**config.mk**
```make
export PLATFORM = sky130hd
export DESIGN_NAME = cuenta_param_estados_flat
export DESIGN_NICKNAME = d
export VERILOG_FILES = /design/src/rtl/cuenta_param_estados_pkg.sv /design/src/rtl/cuenta_param_estados_if.sv /design/src/rtl/cuenta_param_estados_contador_sat.sv /design/src/rtl/cuenta_param_estados.sv /design/src/flat_wrapper.sv
export SDC_FILE = /design/constraint.sdc
export NUM_CORES = 1
export LEC_CHECK = 0
export CAP_MARGIN = 0
export CORE_MARGIN = 2
export CORE_UTILIZATION = 37
export CTS_BUF_LIST = sky130_fd_sc_hd__clkbuf_8 sky130_fd_sc_hd__clkbuf_16
export DETAILED_ROUTE_END_ITERATION = 6
export PLACE_DENSITY = 0.63
export SYNTH_ARGS = -nofsm -noshare
export SYNTH_HDL_FRONTEND = slang
export SYNTH_SLANG_ARGS = --single-unit
```
**constraint.sdc**
```tcl
create_clock -name clk -period 2.75 [get_ports clk]
set_input_delay 0.55 -clock clk [delete_from_list [all_inputs] [get_ports clk]]
set_output_delay 0.55 -clock clk [all_outputs]
set_load 0.05 [all_outputs]
```
**src/rtl/cuenta_param_estados_pkg.sv**
```systemverilog
// Shared definitions for cuenta_param_estados and for future control units and benches.
// Holds the control-unit state encoding and the names of the count directions.
package cuenta_param_estados_pkg;

  typedef enum logic [1:0] {
    INICIO = 2'd0,
    CUENTA = 2'd1,
    FIN    = 2'd2
  } estado_t;

  localparam logic MODO_ARRIBA = 1'b0;
  localparam logic MODO_ABAJO  = 1'b1;

endpackage

```
**src/rtl/cuenta_param_estados_if.sv**
```systemverilog
// Control/status bundle of the up/down counter.
// The master drives the commands and the target value; the slave returns the count and status.
interface cuenta_param_estados_if #(
  parameter int WV = 3,
  parameter int WC = WV + 2
);
  logic          start;
  logic          modo;
  logic          en;
  logic          abort;
  logic [WV-1:0] valor;
  logic [WV-1:0] cuenta;
  logic          fin;
  logic          ocupado;
  logic [WC-1:0] ciclos;

  modport master (
    output start, modo, en, abort, valor,
    input  cuenta, fin, ocupado, ciclos
  );

  modport slave (
    input  start, modo, en, abort, valor,
    output cuenta, fin, ocupado, ciclos
  );
endinterface

```
**src/rtl/cuenta_param_estados_contador_sat.sv**
```systemverilog
// W-bit saturating counter with synchronous clear.
// Once it reaches all-ones it holds there; it never wraps.
module contador_sat #(
  parameter int W = 5
) (
  input  logic         clk,
  input  logic         reset,
  input  logic         clr,
  input  logic         en,
  output logic [W-1:0] q
);

  // NOTE: sequential state is always assigned with <=, so every register
  // samples pre-edge values regardless of the order of the statements.
  always_ff @(posedge clk or posedge reset) begin
    if (reset)                 q <= '0;
    else if (clr)              q <= '0;
    else if (en && (q != '1))  q <= q + W'(1);
  end

endmodule

```
**src/rtl/cuenta_param_estados.sv**
```systemverilog
// Parametrised up/down counter driven by a three-state control unit (INICIO/CUENTA/FIN).
// On start it latches valor and modo, then counts to the bound and holds fin.
module cuenta_param_estados
  import cuenta_param_estados_pkg::*;
#(
  parameter int WV = 3,
  parameter int WC = WV + 2
) (
  input logic                    clk,
  input logic                    reset,
  cuenta_param_estados_if.slave  bus
);

  estado_t       estado, estado_sig;
  logic [WV-1:0] cuenta_r, cuenta_sig, limite;
  logic          modo_r;
  logic          carga, avanza, terminal, cuenta_ciclo;
  logic          fin_q, ocupado_q;
  logic [WC-1:0] ciclos_q;

  // A load happens from INICIO, or from FIN when no abort competes with start.
  assign carga        = bus.start && ((estado == INICIO) || ((estado == FIN) && !bus.abort));
  assign cuenta_ciclo = (estado == CUENTA) && !bus.abort;
  assign avanza       = cuenta_ciclo && bus.en;
  assign cuenta_sig   = (modo_r == MODO_ABAJO) ? cuenta_r - WV'(1) : cuenta_r + WV'(1);
  assign terminal     = (cuenta_sig == ((modo_r == MODO_ABAJO) ? '0 : limite));

  always_ff @(posedge clk or posedge reset) begin
    if (reset) estado <= INICIO;
    else       estado <= estado_sig;
  end

  // NOTE: every variable written here gets a default first, so no path
  // through the case can leave it unassigned and infer a latch.
  always_comb begin
    estado_sig = estado;
    unique case (estado)
      INICIO: if (bus.start) estado_sig = (bus.valor == '0) ? FIN : CUENTA;
      CUENTA: begin
        if (bus.abort)                estado_sig = INICIO;
        else if (bus.en && terminal)  estado_sig = FIN;
      end
      FIN: begin
        if (bus.abort)      estado_sig = INICIO;
        else if (bus.start) estado_sig = (bus.valor == '0) ? FIN : CUENTA;
      end
      default: estado_sig = INICIO;
    endcase
  end

  always_comb begin
    fin_q     = (estado == FIN);
    ocupado_q = (estado == CUENTA);
  end

  always_ff @(posedge clk or posedge reset) begin
    if (reset) begin
      cuenta_r <= '0;
      limite   <= '0;
      modo_r   <= MODO_ARRIBA;
    end else if (carga) begin
      limite   <= bus.valor;
      modo_r   <= bus.modo;
      cuenta_r <= (bus.modo == MODO_ABAJO) ? bus.valor : '0;
    end else if (avanza) begin
      cuenta_r <= cuenta_sig;
    end
  end

  contador_sat #(.W(WC)) u_ciclos (
    .clk   (clk),
    .reset (reset),
    .clr   (carga),
    .en    (cuenta_ciclo),
    .q     (ciclos_q)
  );

  assign bus.cuenta  = cuenta_r;
  assign bus.fin     = fin_q;
  assign bus.ocupado = ocupado_q;
  assign bus.ciclos  = ciclos_q;

endmodule

```
**src/flat_wrapper.sv**
```systemverilog
// flat-port wrapper written by rule: the top's interface ports become plain ports
module cuenta_param_estados_flat import cuenta_param_estados_pkg::*;
#(
  parameter int WV = 3,
  parameter int WC = WV + 2
)
  (clk, reset, bus_start, bus_modo, bus_en, bus_abort, bus_valor, bus_cuenta, bus_fin, bus_ocupado, bus_ciclos);
  cuenta_param_estados_if #(.WV(WV), .WC(WC)) bus_i ();
  input logic clk;
  input logic reset;
  input wire logic [$bits(bus_i.start)-1:0] bus_start;
  input wire logic [$bits(bus_i.modo)-1:0] bus_modo;
  input wire logic [$bits(bus_i.en)-1:0] bus_en;
  input wire logic [$bits(bus_i.abort)-1:0] bus_abort;
  input wire logic [$bits(bus_i.valor)-1:0] bus_valor;
  output wire logic [$bits(bus_i.cuenta)-1:0] bus_cuenta;
  output wire logic [$bits(bus_i.fin)-1:0] bus_fin;
  output wire logic [$bits(bus_i.ocupado)-1:0] bus_ocupado;
  output wire logic [$bits(bus_i.ciclos)-1:0] bus_ciclos;
  assign bus_i.start = bus_start;
  assign bus_i.modo = bus_modo;
  assign bus_i.en = bus_en;
  assign bus_i.abort = bus_abort;
  assign bus_i.valor = bus_valor;
  assign bus_cuenta = bus_i.cuenta;
  assign bus_fin = bus_i.fin;
  assign bus_ocupado = bus_i.ocupado;
  assign bus_ciclos = bus_i.ciclos;
  cuenta_param_estados #(.WV(WV), .WC(WC)) u_core (.clk(clk), .reset(reset), .bus(bus_i));
endmodule
```
==> load_flow_metrics.sql <==
INSERT INTO impl_metrics (metric_group, metric, value, unit) VALUES
('sta', 'relSlewSlack', '65.90', '%'),
('hold_path', 'holdCritPathClass', 'register to register', ''),
('sta', 'worst_pin_slew', '0.5109', 'ns'),
('worst_setup_path', 'worstSetupStartpointType', 'register', ''),
('final_layout', 'layout.cells.most_common', 'clkdlybuf4s50_1', ''),
('final_layout', 'antenna_cells', '0', ''),
('final_layout', 'post-route-cell-area', '0.001055', 'sq mm'),
('status', 'status', 'complete, no violations', ''),
('sta', 'final_worst_clock_skew', '0.001849', 'ns'),
('detailed_routing', 'drt-initial-drc-count', '21', ''),
('placed_design', 'place.detailed.hpwl', '1.281', 'mm'),
('grt', 'grt_max_degree', '15', ''),
('clocking', 'worst_skew_pair.late_latency', '0.25', 'ns'),
('final_layout', 'flow.area_growth_from_synthesis', '33.39', '%'),
('worst_setup_path', 'required', '2.20', 'ns'),
('yosys', 'synth_fp_nets', '94', ''),
('yosys', 'yosysUniqueCellTypes', '28', ''),
('final_layout', 'layout.cells.most_common_list', 'clkdlybuf4s50_1 (18), nand2_1 (17), dfrtp_1 (14)', ''),
('worst_setup_path', 'end_kind', 'output pin', ''),
('job', 'count_of_max_cap_constraint_violations', '0', ''),
('detailed_routing', 'post_drt_via_cell_ratio', '4.923', ''),
('sta', 'hold_viol_final', '0', ''),
('worst_setup_path', 'worst-endpoint-arrival', '1.72', 'ns'),
('final_layout', 'post_route_cells_drive_above_1_share', '6.796', '%'),
('worst_setup_path', 'critical_path.max_fanout', '6', ''),
('sta', 'rsz0062_at_grt', 'false', ''),
('detailed_routing', 'routed_wirelength', '1.698', 'mm'),
('power', 'share_comb_of_total_power', '52.8', '%'),
('sta', 'report.final.setup_viol', '0', ''),
('power', 'p_seq_share', '30.5', '%'),
('floorplanning', 'placement_rows', '16', ''),
('clocking', 'cts_inserted_buffers', '3', ''),
('floorplanning', 'width_of_the_die', '50.23', 'um'),
('clocking', 'cts-htree-levels', '1', ''),
('yosys', 'netlist_area', '790.8', 'sq um'),
('power', 'power.net_switching', '539.2', 'uW'),
('placed_design', 'final_replace_weighted_congestion', '0.7789', ''),
('detailed_routing', 'met2_wire_length', '712', 'um'),
('placed_design', 'detailed_place.area', '999.7', 'sq um'),
('detailed_routing', 'total_routed_wire_length_on_the_met1_layer', '874', 'um'),
('power', 'power.internal', '664.6', 'uW'),
('clocking', 'tritoncts_clock_tree', 'done', ''),
('power', 'power-per-cell-area', '1141', 'mW/mm^2'),
('grt', 'grt_util_all_layers', '16.13', '%'),
('detailed_routing', 'ant_nets', '0', ''),
('detailed_routing', 'met3_wirelength', '61', 'um'),
('grt', 'grt_pass1_vias', '655', ''),
('worst_setup_path', 'ff2ff_setup_slack', '0.78', 'ns'),
('detailed_routing', 'detailroute.via_count', '640', ''),
('power', 'switching_share', '44.79', '%'),
('power', 'total_leakage_power', '0.0004616', 'uW'),
('clocking', 'cts_num_sinks', '14', ''),
('floorplanning', 'core_area', '0.001982', 'sq mm'),
('detailed_routing', 'dr.pass1.iters', '4', ''),
('power', 'clock_power_share', '16.7', '%'),
('clocking', 'hold_buffers', '0', ''),
('clocking', 'path_clk_slew', '0.06', 'ns'),
('floorplanning', 'initial_core_util', '39.90', '%'),
('clocking', 'cts_post_setup_buffers_inserted', '0', ''),
('detailed_routing', 'routed.top_layer', 'met4', ''),
('final_layout', 'post-route-util', '53.22', '%'),
('floorplanning', 'dieHeight', '50.23', 'um'),
('sta', 'post-route-period-util', '82.62', '%'),
('sta', 'min_period', '2.272', 'ns'),
('clocking', 'cts.root.buffer_cell', 'clkbuf_8', ''),
('placed_design', 'number_of_port_buffers', '18', ''),
('power', 'max-vdd-ir-drop', '0.5330', 'mV'),
('floorplanning', 'ios', '19', ''),
('yosys', 'syn-instance-count', '82', ''),
('grt', 'grt_first_pass_wirelength', '2.960', 'mm'),
('sta', 'finalSetupTns', '0', 'ns');
## logic make-up (layout without fill, tap and decap cells)
group,after synthesis,after routing,share of synthesized area (%)
buf+inv,6,27,3.006
flops,14,14,44.30
xor+xnor,9,9,9.968
fa+ha+maj,3,3,5.696
simple gates,35,35,24.37
compound gates,15,15,12.66
## metal layers
metal / up-vias / track usage [%]
met3: 5 / 2.679
li1: 325 / -
met1: 292 / 23.24
met5: - / 0
met2: 18 / 22.37
met4: 0 / 9.722
## synthesized netlist by cell type
| cell type | count | area [sq um] |
|---|---|---|
| nor2_1 | 5 | 18.77 |
| fa_1 | 1 | 20.02 |
| o211ai_1 | 2 | 15.01 |
| a31oi_1 | 1 | 6.260 |
| a22o_1 | 2 | 17.52 |
| dfrtp_1 | 14 | 350.3 |
| and4bb_2 | 1 | 12.51 |
| o31a_1 | 1 | 8.760 |
| ha_1 | 2 | 25.02 |
| nor2_2 | 1 | 6.260 |
| o21ai_0 | 4 | 20.02 |
| nand2_1 | 17 | 63.81 |
| nor2b_1 | 1 | 6.260 |
| and2b_1 | 1 | 7.510 |
| and3_1 | 1 | 6.260 |
| o2bb2ai_1 | 1 | 8.760 |
| nor4b_4 | 1 | 23.77 |
| inv_1 | 5 | 18.77 |
| a311oi_1 | 1 | 8.760 |
| nand4_1 | 2 | 12.51 |
| a21oi_1 | 3 | 15.01 |
| and2_1 | 1 | 6.260 |
| xnor2_1 | 5 | 43.79 |
| and4bb_1 | 1 | 12.51 |
| buf_2 | 1 | 5.000 |
| nand2b_1 | 1 | 6.260 |
| xor2_1 | 4 | 35.03 |
| nand3_1 | 2 | 10.01 |
## state kept, by name (all words and copies together) (netlist names)
signal	count
u_core.u_ciclos.q	5
u_core.limite	3
u_core.modo_r	1
u_core.bus.cuenta	3
u_core.estado	2
## worst max-delay path, cell delays in order (launching register included)
cell and delay [ns]:
dfrtp_1 0.44, and2b_1 0.23, clkdlybuf4s50_1 0.80
## through the flow
| step | hold WS [ns] | total power [uW] | setup slack, ns | std cells |
|---|---|---|---|---|
| final | 0.5155 | 1204 | 0.4779 | 130 |
| after global placement | 0.4902 | 1000 | 0.6371 | 126 |
| after detailed placement | 0.5016 | 1003 | 0.5688 | 126 |
| after CTS | 0.5172 | 1211 | 0.4676 | 130 |
| after global routing | 0.5561 | 1291 | 0.4315 | 130 |
| after floorplan | 0.4392 | 827.6 | 0.5824 | 82 |
## path summary, 6_finish.rpt
kind                                                    endpoint                              from  cells after the start
min in group asynchronous       u_core.u_ciclos.q[0]$_DFFE_PP0P_                             reset                      2
worst min register to register      u_core.limite[2]$_DFFE_PP0P_      u_core.limite[2]$_DFFE_PP0P_                      2
worst max register to register  u_core.u_ciclos.q[3]$_DFFE_PP0P_  u_core.u_ciclos.q[0]$_DFFE_PP0P_                      7
worst min-delay path                u_core.limite[2]$_DFFE_PP0P_      u_core.limite[2]$_DFFE_PP0P_                      2
max in group asynchronous       u_core.u_ciclos.q[4]$_DFFE_PP0P_                             reset                      2
worst max-delay path                                 bus_ocupado      u_core.estado[1]$_DFFE_PP0P_                      2
## cell type report
type | count | area [sq um]
Tap cell | 27 | 33.78
Inverter | 5 | 18.77
Clock buffer | 4 | 55.05
Timing Repair Buffer | 18 | 180.2
Multi-Input combinational cell | 62 | 416.7
Sequential cell | 14 | 350.3
Fill cell | 174 | 927.1
## power groups by stage
stage	logic [uW]	registers, uW	clock network (uW)
final	636	367	200
after global routing	696	381	215
after CTS	640	366	205
after detailed placement	633	369	0
after global placement	633	367	0
after floorplan	352	475	0
(Power assumes the default switching activity.)
